[src/rtl/mux4_rr_arbiter.sv]
// mux4_rr_arbiter: round-robin arbiter that owns a shared 4:1 WIDTH-bit operand selector
//
// Ports:
//   clk            rising-edge clock
//   rst            synchronous active-high reset
//   req[3:0]       level requests, one per requester
//   I0..I3         requester operands
//   gnt[3:0]       registered one-hot grant, zero when idle
//   s[1:0]         registered select code of current/last owner
//   busy           registered, high while a grant is held
//   o              I[s] while busy, else 0
//
// Optional feature: define MUX_ARB_TIMEOUT_EN to cap each grant at HOLD_MAX
// cycles when another requester is waiting.
module mux4_rr_arbiter #(
  parameter int WIDTH    = 5,
  parameter int HOLD_MAX = 8
) (
  input  logic             clk,
  input  logic             rst,
  input  logic [3:0]       req,
  input  logic [WIDTH-1:0] I0,
  input  logic [WIDTH-1:0] I1,
  input  logic [WIDTH-1:0] I2,
  input  logic [WIDTH-1:0] I3,
  output logic [3:0]       gnt,
  output logic [1:0]       s,
  output logic             busy,
  output logic [WIDTH-1:0] o
);
  typedef enum logic {IDLE, GRANT} state_t;
  state_t     state_q, state_d;
  logic [3:0] gnt_q, gnt_d;
  logic [1:0] s_q, s_d, ptr_q, ptr_d, pick;
  logic       busy_q, busy_d, release_c;
`ifdef MUX_ARB_TIMEOUT_EN
  logic [7:0] hold_q, hold_d;
  logic       hold_max_c;
  assign hold_max_c = hold_q == 8'(HOLD_MAX - 1);
  // A capped owner is only displaced when someone else is actually waiting.
  assign release_c  = !req[s_q] || (hold_max_c && |(req & ~gnt_q));
`else
  logic hold_unused;
  assign hold_unused = |HOLD_MAX;
  assign release_c   = !req[s_q];
`endif
  // Scan downward so the requester closest to ptr (ptr, ptr+1, ...) wins last.
  always_comb begin
    pick = ptr_q;
    for (int k = 3; k >= 0; k--) if (req[ptr_q + 2'(k)]) pick = ptr_q + 2'(k);
  end
  always_comb begin
    state_d = state_q;
    gnt_d   = gnt_q;
    s_d     = s_q;
    busy_d  = busy_q;
    ptr_d   = ptr_q;
`ifdef MUX_ARB_TIMEOUT_EN
    hold_d  = (state_q == IDLE) ? '0 : hold_q;
`endif
    if (state_q == IDLE) begin
      if (|req) begin
        state_d = GRANT;
        gnt_d   = 4'b1 << pick;
        s_d     = pick;
        busy_d  = 1'b1;
      end
    end else if (release_c) begin
      state_d = IDLE;
      gnt_d   = '0;
      busy_d  = 1'b0;
      ptr_d   = s_q + 2'd1;
    end
`ifdef MUX_ARB_TIMEOUT_EN
    else if (!hold_max_c) hold_d = hold_q + 8'd1;
`endif
  end
  always_ff @(posedge clk) begin
    if (rst) begin
      state_q <= IDLE;
      gnt_q   <= '0;
      s_q     <= '0;
      busy_q  <= 1'b0;
      ptr_q   <= '0;
`ifdef MUX_ARB_TIMEOUT_EN
      hold_q  <= '0;
`endif
    end else begin
      state_q <= state_d;
      gnt_q   <= gnt_d;
      s_q     <= s_d;
      busy_q  <= busy_d;
      ptr_q   <= ptr_d;
`ifdef MUX_ARB_TIMEOUT_EN
      hold_q  <= hold_d;
`endif
    end
  end
  assign gnt  = gnt_q;
  assign s    = s_q;
  assign busy = busy_q;
  always_comb o = !busy_q ? '0 : (s_q == 2'd0) ? I0 : (s_q == 2'd1) ? I1 : (s_q == 2'd2) ? I2 : I3;
endmodule
[config.mk]
export PLATFORM = sky130hd
export DESIGN_NAME = mux4_rr_arbiter
export DESIGN_NICKNAME = d
export VERILOG_FILES = /design/src/rtl/mux4_rr_arbiter.sv
export SDC_FILE = /design/constraint.sdc
export NUM_CORES = 1
export LEC_CHECK = 0
export CAP_MARGIN = 30
export CORE_UTILIZATION = 41
export CTS_BUF_LIST = sky130_fd_sc_hd__clkbuf_16
export DETAILED_ROUTE_END_ITERATION = 10
export HOLD_SLACK_MARGIN = 0.06
export PLACE_DENSITY = 0.8
export REMOVE_ABC_BUFFERS = 1
export SLEW_MARGIN = 20
export SYNTH_ARGS = -nofsm -noshare
export SYNTH_HDL_FRONTEND = slang
export SYNTH_SLANG_ARGS = --single-unit
[constraint.sdc]
create_clock -name clk -period 1.8 [get_ports clk]
set_input_delay 0.18 -clock clk [delete_from_list [all_inputs] [get_ports clk]]
set_output_delay 0.18 -clock clk [all_outputs]
set_load 0.005 [all_outputs]
==> run metrics <==
Std-Cell Rows 16; R2R Path End ptr_q[1]; fin nets 184; cell mode on critical path mux2i_1; layout cell share with drive strength beyond 1 0.188; r2r worst-path depth 5; Synth Area in XOR/XNOR 0; Setup crit end o[3]; Crit path buffers/inverters 3; grt ovf 0; number of synthesized flops with an enable pin 0; design area 1420 µm²; drt total wl 2740 µm; Worst VDD drop 0.786 mV; DRC 0; CP Depth 8; Internal 0.734 mW; Required @ worst endpoint 1.62 ns; CTS Root Cell clkbuf_16; maximum number of pins on one net before global-route repair 14; RSZ-0062 raised after global routing false; initial antenna violation count 0; Fin Clk Skew 0.000462 ns; top area cells in the synthesized netlist dfxtp_1 23%, mux2i_1 13%, nor2b_1 7.3%, o21ai_0 5.8%, ha_1 4.4%; Post-DP HPWL 2040 µm; Port Buffers 37; Max-slew headroom 0.738; CP endpoint kind primary output; area share of the largest cell type after synthesis 0.233; largest family of logic cells by synthesized area simple AND/OR/NAND/NOR gates; Worst setup SP type register; Least-Margin Pin Slew 0.393 ns; asr flop ratio synth 0; Yosys top cell by area dfxtp_1; synthesized area per cell 7.80 µm²; hold bufs inserted after CTS 0; max-cap violations 0; Lkg Pwr 0.553 nW; Clock Sinks 10; Final Core Density 0.723; routed len/inst 15.1 µm; H-tree depth 1; Final Cycle Share 0.947; TritonCTS clock tree yes; CP Max Fanout 3; Final Hold Vio Count 0; Clock Tree Buf Depth 2; setup slack on the worst flop-to-flop path 0.20 ns; worst path cell trace inv_2, ha_4, buf_6, mux2i_1, o21ai_1, mux2i_1, nor2b_1, clkbuf_2; first-pass GRT wire length 3730 µm; Final Max Slew Viols 0; CP max stage delay 0.33 ns; Post-DRT Antenna Nets 0; status finished clean; Clk network pwr share 0.387; Compound-Gate Fraction of Synth Area 0.245; via count 1,010; commonest cells after routing, fill and taps aside 32 x clkdlybuf4s50_1, 11 x mux2i_1, 11 x buf_4, 10 x nor2b_1, 9 x nand2_1; Placeable Area 1960 µm²; critical path's top delay family flip-flops; ANT cells 0; vias in the first global route 882; initial drt markers 14; multiplexer share of the synthesized area 0.155; switching pwr 0.282 mW; GRT Util Overall 0.237; Area growth syn-to-layout 65.3%; crit path from s[0]; Critical Path AT 1.52 ns; Slowest cell on crit path dfxtp_2; Hold Path Class reg2reg; Main synth FF type dfxtp_1; PD cells 716 nW/µm²; synth warn 0; Clk pin slew, worst setup/hold paths 0.04 ns; Vias/cell 5.58; min Tclk post-route 1.70 ns; Final GP Congestion 0.826; CTS Buf Count 3; count of final setup violators 0; FMAX 587 MHz; Initial Util 0.437; kind of critical path reg2out; Seq cells post-synth 10; post-synthesis adder-cell area fraction 0.0437; area of the die 2280 µm²; Mapped Area 858 µm²; switch share 0.277; reg2reg start s[1]; DP Area 1300 µm²; clock latency at the later pin of the worst-skew pair 0.23 ns; Die Y 47.8 µm; die width 47.8 µm; Seq/Total Area, Yosys 0.233; Seq pwr share 0.262; I/O pins 38; drt pass-1 iters 4; Synth cell types 34; commonest non-fill, non-tap cell in the layout clkdlybuf4s50_1; Logic pwr share 0.351; Mapped Cells 110; Synth Area in Simple Gates 0.258
cell type report:
type	instances	area (µm²)
inverters	5	18.8
flip-flops and latches	10	205
multi-input cells	86	639
fillers	150	543
clock inverters	1	3.75
repair buffers	49	443
well taps	27	33.8
clock buffers	3	75.1
state kept, by name, indices dropped and copies added (netlist names):
name,cells
gnt,4
ptr_q,2
s,2
busy,1
state_q,1
synth_stat cells (2+ instances only):
cell type and instances:
inv_1 5, a21oi_1 7, nand3b_1 3, mux2i_1 11, dfxtp_1 10, clkbuf_1 6, buf_2 3, nor2_1 6
nand2_1 9, ha_1 3, nor3b_1 2, o21ai_0 10, nor2b_1 10, o21ai_1 2, nor3_1 2, o22ai_1 2
o211ai_1 2
routing by layer:
| layer | routed length (µm) | global-route usage | share of wire | vias up |
|---|---|---|---|---|
| met4 | 23 | 0.0500 | 0.0084 | 0 |
| met3 | 288 | 0.0717 | 0.11 | 4 |
| met1 | 988 | 0.219 | 0.36 | 471 |
| met5 | 0 | 0 | 0 | - |
| li1 | - | - | - | 485 |
| met2 | 1440 | 0.495 | 0.53 | 50 |
through the flow:
step	setup WS [ns]	TNS (ns)	hold WS, ns	total power, mW	instances
after floorplan	0.325	0	0.245	0.423	101
after global placement	-0.104	-0.264	0.476	0.591	175
after detailed placement	-0.190	-0.666	0.481	0.602	175
after CTS	0.00896	0	0.491	1.02	181
after global routing	0.0236	0	0.510	1.06	181
final	0.0951	0	0.489	1.02	181
logic make-up (layout without fill, tap and decap cells):
| family | Yosys count | in the layout |
|---|---|---|
| simple gates | 38 | 38 |
| compound gates | 33 | 33 |
| buf+inv | 14 | 58 |
| mux | 12 | 12 |
| flops | 10 | 10 |
| fa+ha+maj | 3 | 3 |
worst min-delay path by stage:
stage                     startpoint  endpoint  cells past startpoint
final                         gnt[3]    gnt[3]                      2
after global routing          gnt[3]    gnt[3]                      2
after CTS                     gnt[3]    gnt[3]                      2
after detailed placement      gnt[3]    gnt[3]                      2
after global placement        gnt[3]    gnt[3]                      2
after floorplan                  rst  ptr_q[0]                      1
power by group through the flow:
stage | clock network [mW] | logic (mW) | registers (mW)
2_1_floorplan | 0 | 0.157 | 0.266
3_3_place_gp | 0 | 0.326 | 0.265
3_5_place_dp | 0 | 0.336 | 0.267
4_1_cts | 0.396 | 0.359 | 0.265
5_1_grt | 0.410 | 0.385 | 0.269
6_report | 0.393 | 0.357 | 0.266
worst reg2reg max path: cells and delay by family, from the launching register on:
| family | cells | cell delay [ns] |
|---|---|---|
| buffers and inverters | 1 | 0.12 |
| flip-flops | 1 | 0.36 |
| multiplexers | 2 | 0.77 |
| AND/OR/NAND/NOR | 2 | 0.22 |
repair_timing:
action	4_1_cts	5_1_grt
gates cloned	0	0
setup endpoints to repair	5	4
buffers inserted	2	0
gates resized for setup	24	6
pin swaps	3	3
No activity file was read; power rests on OpenSTA's default activity.
